[config.mk]
export PLATFORM = sky130hd
export DESIGN_NAME = if_fetch_stage
export DESIGN_NICKNAME = d
export VERILOG_FILES = /design/src/rtl/if_fetch_stage.sv
export SDC_FILE = /design/constraint.sdc
export NUM_CORES = 1
export LEC_CHECK = 0
export CAP_MARGIN = 20
export CORE_MARGIN = 5
export CORE_UTILIZATION = 53
export CTS_CLUSTER_DIAMETER = 60
export DETAILED_ROUTE_END_ITERATION = 10
export GPL_TIMING_DRIVEN = 0
export HOLD_SLACK_MARGIN = 0.06
export PLACE_DENSITY = 0.84
export SYNTH_ARGS = -nofsm -noshare
export SYNTH_HDL_FRONTEND = slang
export SYNTH_SLANG_ARGS = --single-unit
[constraint.sdc]
create_clock -name clk -period 4.5 [get_ports clk]
set_input_delay 0.9 -clock clk [delete_from_list [all_inputs] [get_ports clk]]
set_output_delay 0.9 -clock clk [all_outputs]
set_load 0.1 [all_outputs]
[src/rtl/if_fetch_stage.sv]
`default_nettype none
// ============================================================================
// if_fetch_stage : MIPS fetch stage with IF/ID register, ID-resolved redirect.
// Rev 1.0
// ============================================================================
module if_fetch_stage #(
    parameter logic [31:0] RESET_PC = 32'h0000_3000,
    parameter int          IMEM_AW  = 10
) (
    input  logic               clk,
    input  logic               reset,
    input  logic               stall,
    input  logic [1:0]         br_sel,
    input  logic               cmp_eq,
    input  logic [31:0]        jr_target,
    output logic [IMEM_AW-1:0] imem_addr,
    input  logic [31:0]        imem_rdata,
    output logic [31:0]        pc,
    output logic [31:0]        if_id_instr,
    output logic [31:0]        if_id_pc,
    output logic [31:0]        if_id_pc4,
    output logic               if_id_valid,
    output logic               redirect
);

    localparam logic [1:0] c_BR_4   = 2'b00;
    localparam logic [1:0] c_BR_BEQ = 2'b01;
    localparam logic [1:0] c_BR_JAL = 2'b10;
    localparam logic [1:0] c_BR_JR  = 2'b11;

    logic [31:0] r_pc;
    logic [31:0] r_instr;
    logic [31:0] r_id_pc;
    logic [31:0] r_id_pc4;
    logic        r_valid;

    logic [31:0] w_pc4;
    logic [31:0] w_target;
    logic        w_cond;
    logic        w_take;

    assign w_pc4 = r_pc + 32'd4;

    // Operands seen in ID are stale while stalled, so a stall masks the redirect.
    always_comb begin
        w_cond   = 1'b0;
        w_target = r_id_pc4;
        case (br_sel)
            c_BR_BEQ: begin
                w_cond   = cmp_eq;
                w_target = r_id_pc4 + {{14{r_instr[15]}}, r_instr[15:0], 2'b00};
            end
            c_BR_JAL: begin
                w_cond   = 1'b1;
                w_target = {r_id_pc4[31:28], r_instr[25:0], 2'b00};
            end
            c_BR_JR: begin
                w_cond   = 1'b1;
                w_target = {jr_target[31:2], 2'b00};
            end
            default: begin
                w_cond   = 1'b0;
                w_target = r_id_pc4;
            end
        endcase
    end

    assign w_take = r_valid & ~stall & w_cond;

    always_ff @(posedge clk or negedge reset) begin
        if (!reset) begin
            r_pc     <= RESET_PC;
            r_instr  <= 32'd0;
            r_id_pc  <= 32'd0;
            r_id_pc4 <= 32'd0;
            r_valid  <= 1'b0;
        end else if (stall) begin
            r_pc     <= r_pc;
            r_instr  <= r_instr;
            r_id_pc  <= r_id_pc;
            r_id_pc4 <= r_id_pc4;
            r_valid  <= r_valid;
        end else if (w_take) begin
            // No delay slot: the word fetched this cycle is squashed into a bubble.
            r_pc     <= w_target;
            r_instr  <= 32'd0;
            r_id_pc  <= r_pc;
            r_id_pc4 <= w_pc4;
            r_valid  <= 1'b0;
        end else begin
            r_pc     <= w_pc4;
            r_instr  <= imem_rdata;
            r_id_pc  <= r_pc;
            r_id_pc4 <= w_pc4;
            r_valid  <= 1'b1;
        end
    end

    assign imem_addr   = r_pc[IMEM_AW+1:2];
    assign pc          = r_pc;
    assign if_id_instr = r_instr;
    assign if_id_pc    = r_id_pc;
    assign if_id_pc4   = r_id_pc4;
    assign if_id_valid = r_valid;
    assign redirect    = w_take;

endmodule
`default_nettype wire

==> results.md <==
Synth:
- After synthesis, the mean cell area works out to 9.16 sq um.
- Of all cell types, the one taking the most synthesized area is dfrtp_1.
- The post-synthesis instance area is 7840 sq um.
- Synthesis inferred 127 register bits.
- After synthesis, the share of flip-flops with an asynchronous set or reset is 1.00.
- The commonest cells after synthesis are nand2_1 (130), dfrtp_1 (125), o21ai_0 (101), a21oi_1 (50).
- The count of unique library cells instantiated by Yosys is 69.
- The post-synthesis sequential area ratio is 0.406.
- The synthesized netlist cell count is 856.
- Yosys mapped a number of flops with a built-in enable equal to 0.
- The area share of the largest cell type after synthesis is 0.399.
- The post-synth net total is 957.
- Yosys attributes the largest share of cell area to dfrtp_1 (40%), mux2_2 (6.5%), o21ai_0 (6.4%).
- The most used flip-flop cell after synthesis is dfrtp_1.
- The cell with the most instances after synthesis is nand2_1.
- The count of yosys warnings during synthesis is 0.

Worst setup path:
- STA classifies the critical path startpoint as an input port.
- The sum of buffers and inverters on the critical path is 6.
- The setup path with the least slack is of type in -> out.
- The slowest cell on the critical path is clkdlybuf4s50_1.
- The kind of cell with the highest combined delay along the critical path is buffers and inverters.
- The largest single stage delay on the critical path is 0.58 ns.
- The endpoint kind of the worst setup timing path is an output pin.
- Measured in cells, the most critical reg-to-reg path has a length of 9.
- For the worst setup path, the data arrival time is 3.28 ns.
- The worst register-to-register path has a setup slack of 1.24 ns.
- The worst register-to-register path ends at pc[29].
- Counting stages on the worst path, the most repeated cell is buf_2.
- Along the worst path, the maximum fanout reaches 10.
- Traced cell by cell, the critical path runs through clkdlybuf4s50_1 > a21oi_1 > or3_1 > clkbuf_1 > inv_1 > buf_2 > buf_2 > clkbuf_2.
- STA puts the critical path data required time at 3.60 ns.
- The worst flop-to-flop path startpoint is if_id_instr[15].

Floorplanning:
- Measured along the x axis, the die boundary spans 132 microns.
- The area of the core is 14500 sq um.
- The number of rows in the core area is 44.
- The effective utilization at floorplan is 0.540.
- The vertical extent of the die is 132 microns.
- The count of boundary I/O pins is 210.
- The die covers 17300 sq um.

Global routing:
- Entering global routing, the biggest net connects 96 pins.
- After global routing the overflow that remains totals 0.
- The first global-routing pass estimated 43400 microns of wire.
- The via count of the first global-routing pass came to 7800.
- The number of antenna violations at the first check in global routing is 0.
- The total global routing track utilization is 0.314.

Timing:
- Clock skew on the completed layout was measured at 0.0134 ns.
- The final-layout setup total negative slack is 0 ns.
- The worst-margin pin slew is 1.05 ns.
- The worst path needs 4.18 ns of the cycle, external delays included.
- The max-slew violation total from the final report is 0.
- Setup repair after global routing left no endpoint under its margin.
- The fraction of the cycle the final worst path needs is 0.930.
- The count of endpoints failing setup in the final report is 0.
- The normalized max-slew margin is 0.300.
- The final setup slack of the worst path is 0.317 ns.
- The final hold violation count is 0.
- Static timing analysis puts the maximum clock frequency at 239 MHz.
- Hold is met by 0.346 ns.

Cells and area:
- For this run, the share of the core covered by cells in the final layout is 0.740.
- The number of nets in the final layout is 1183.
- The count of fill cells added during filler insertion is 1110.
- 0 antenna diodes ended up in the layout.
- The non-filler instance count after layout is 1279.
- The synthesis-to-layout area growth is 37.1%.
- The fraction of final layout cells with drive strength greater than 1 is 0.116.

Clock tree:
- Clock latency on the worst-skew pair, taken at its later pin, is 0.43 ns.
- The clock transition at the registers of the reported paths is 0.06 ns.
- The root buffer selected by CTS is clkbuf_16.
- The number of clock buffers inserted by TritonCTS is 17.
- The maximum number of buffers from clock root to sink is 2.
- In this run, post-CTS hold repair placed 0 buffers.
- The H-tree was split into 4 levels.
- The CTS tree is built.
- Counting every sink on the clock net gives 127.

Drt:
- In the final routed layout, each cell accounts on average for 21.8 microns.
- The first detailed-routing pass took 5 iterations.
- The number of remaining DRC errors is 0.
- The starting DRC count in detailed routing is 944.
- Once detail routing completed, the nets flagged for antenna violations numbered 0.
- Using the TritonRoute via totals, the vias-per-cell ratio works out to 6.10.
- The final routed wirelength across all metal layers is 27900 microns.
- The count of vias placed by the detailed router is 7808.

Placement:
- Routability-driven placement finished with a final weighted congestion of 0.958.
- The worst-case setup slack after placement is -0.277 ns.
- Once detailed placement completed, the half-perimeter wirelength came to 20200 microns.
- Counting tap cells, the placed design contains a total of 1247 instances.
- In this run the tool buffered the top-level ports with 206 buffer cells.

Power and ir drop:
- For this design the static power due to leakage is 4.63 nW.
- The worst-case IR drop observed on VDD is 727 uV.
- Dividing total power by cell area gives a power density of 830 nW/um^2.

Min path:
- The class of the tightest hold or removal check is in -> async.

Run status:
- The run finished with clean final reports.

Job:
- The count of maximum capacitance violations is 0.
[through the flow]
stage | total power, mW | area, sq um
detailed placement | 7.48 | 10200
finish | 8.92 | 10800
global placement | 7.43 | 10100
global route | 9.23 | 10800
floorplan | 6.10 | 7840
CTS | 8.90 | 10800
[how the worst max path moves through the flow]
| stage | start | end | slack [ns] | cells past startpoint |
|---|---|---|---|---|
| after floorplan | if_id_instr[15] | pc[31] | 1.18 | 9 |
| after global placement | reset | if_id_instr[27] | -2.65 | 1 |
| after detailed placement | br_sel[1] | redirect | -0.28 | 8 |
| after CTS | br_sel[1] | redirect | 0.002 | 8 |
| after global routing | br_sel[1] | redirect | 0.28 | 8 |
| final | br_sel[1] | redirect | 0.32 | 8 |
[final cells by class]
type | count | area, sq um | area share
Multi-Input combinational cell | 654 | 4310 | 0.401
Sequential cell | 127 | 3180 | 0.296
Timing Repair Buffer | 207 | 2090 | 0.194
Clock buffer | 22 | 484 | 0.0450
Buffer | 64 | 310 | 0.0289
Tap cell | 184 | 230 | 0.0214
Clock inverter | 10 | 110 | 0.0102
Inverter | 11 | 41.3 | 0.00384
[power by group]
group	total [mW]	switching, mW	internal, mW
clock network	1.40	0.534	0.869
registers	1.97	0.463	1.51
logic	5.55	4.09	1.46
[registers in the layout (all words and copies together), names as in the netlist]
register and count:
if_id_instr 32, if_id_pc 32, if_id_pc4 30, if_id_valid 1, pc 32
[worst register-to-register path, stage by stage (launching register included)]
cell	delay (ns)
dfrtp_1	0.95
ha_1	0.43
a21o_1	0.20
a21o_1	0.18
a21oi_1	0.17
and2_1	0.18
nand3_1	0.10
a41oi_1	0.38
o21ai_0	0.26
o311ai_1	0.31
[logic make-up (layout without fill, tap and decap cells)]
kind of cell / count (synthesis) / in the layout / synth area share
mux: 69 / 69 / 0.0952
xor+xnor: 50 / 50 / 0.0558
compound gates: 243 / 243 / 0.190
simple gates: 261 / 261 / 0.158
buf+inv: 75 / 314 / 0.0448
fa+ha+maj: 31 / 31 / 0.0504
flops: 127 / 127 / 0.406
[placed cells by master (no fill, tap or decap), types with 8 or more instances in the layout]
cell | Yosys | routed
clkdlybuf4s50_1 | 0 | 204
nand2_1 | 130 | 130
dfrtp_1 | 125 | 125
o21ai_0 | 101 | 101
a21oi_1 | 50 | 50
mux2_2 | 45 | 45
nor2_1 | 45 | 45
clkbuf_1 | 35 | 36
xnor2_1 | 32 | 32
ha_1 | 30 | 30
mux2i_1 | 24 | 24
a21o_1 | 21 | 21
nand3_1 | 19 | 19
xor2_1 | 18 | 18
clkbuf_16 | 0 | 17
buf_4 | 15 | 15
inv_1 | 11 | 11
nand2b_1 | 11 | 11
o22ai_1 | 11 | 11
buf_1 | 8 | 8
a22oi_1 | 8 | 8
[routing by layer]
layer / share of wire / up-vias / GRT usage
li1: - / 3494 / -
met1: 0.40 / 3773 / 0.402
met2: 0.46 / 463 / 0.501
met3: 0.10 / 78 / 0.0959
met4: 0.036 / 0 / 0.121
met5: 0 / - / 0
[what timing repair did]
item	in CTS	in global routing
buffers inserted	0	0
resized for setup	1	2
cloned	0	0
setup endpoints to repair	1	1
Note: power is estimated with default switching activity, not from simulation.
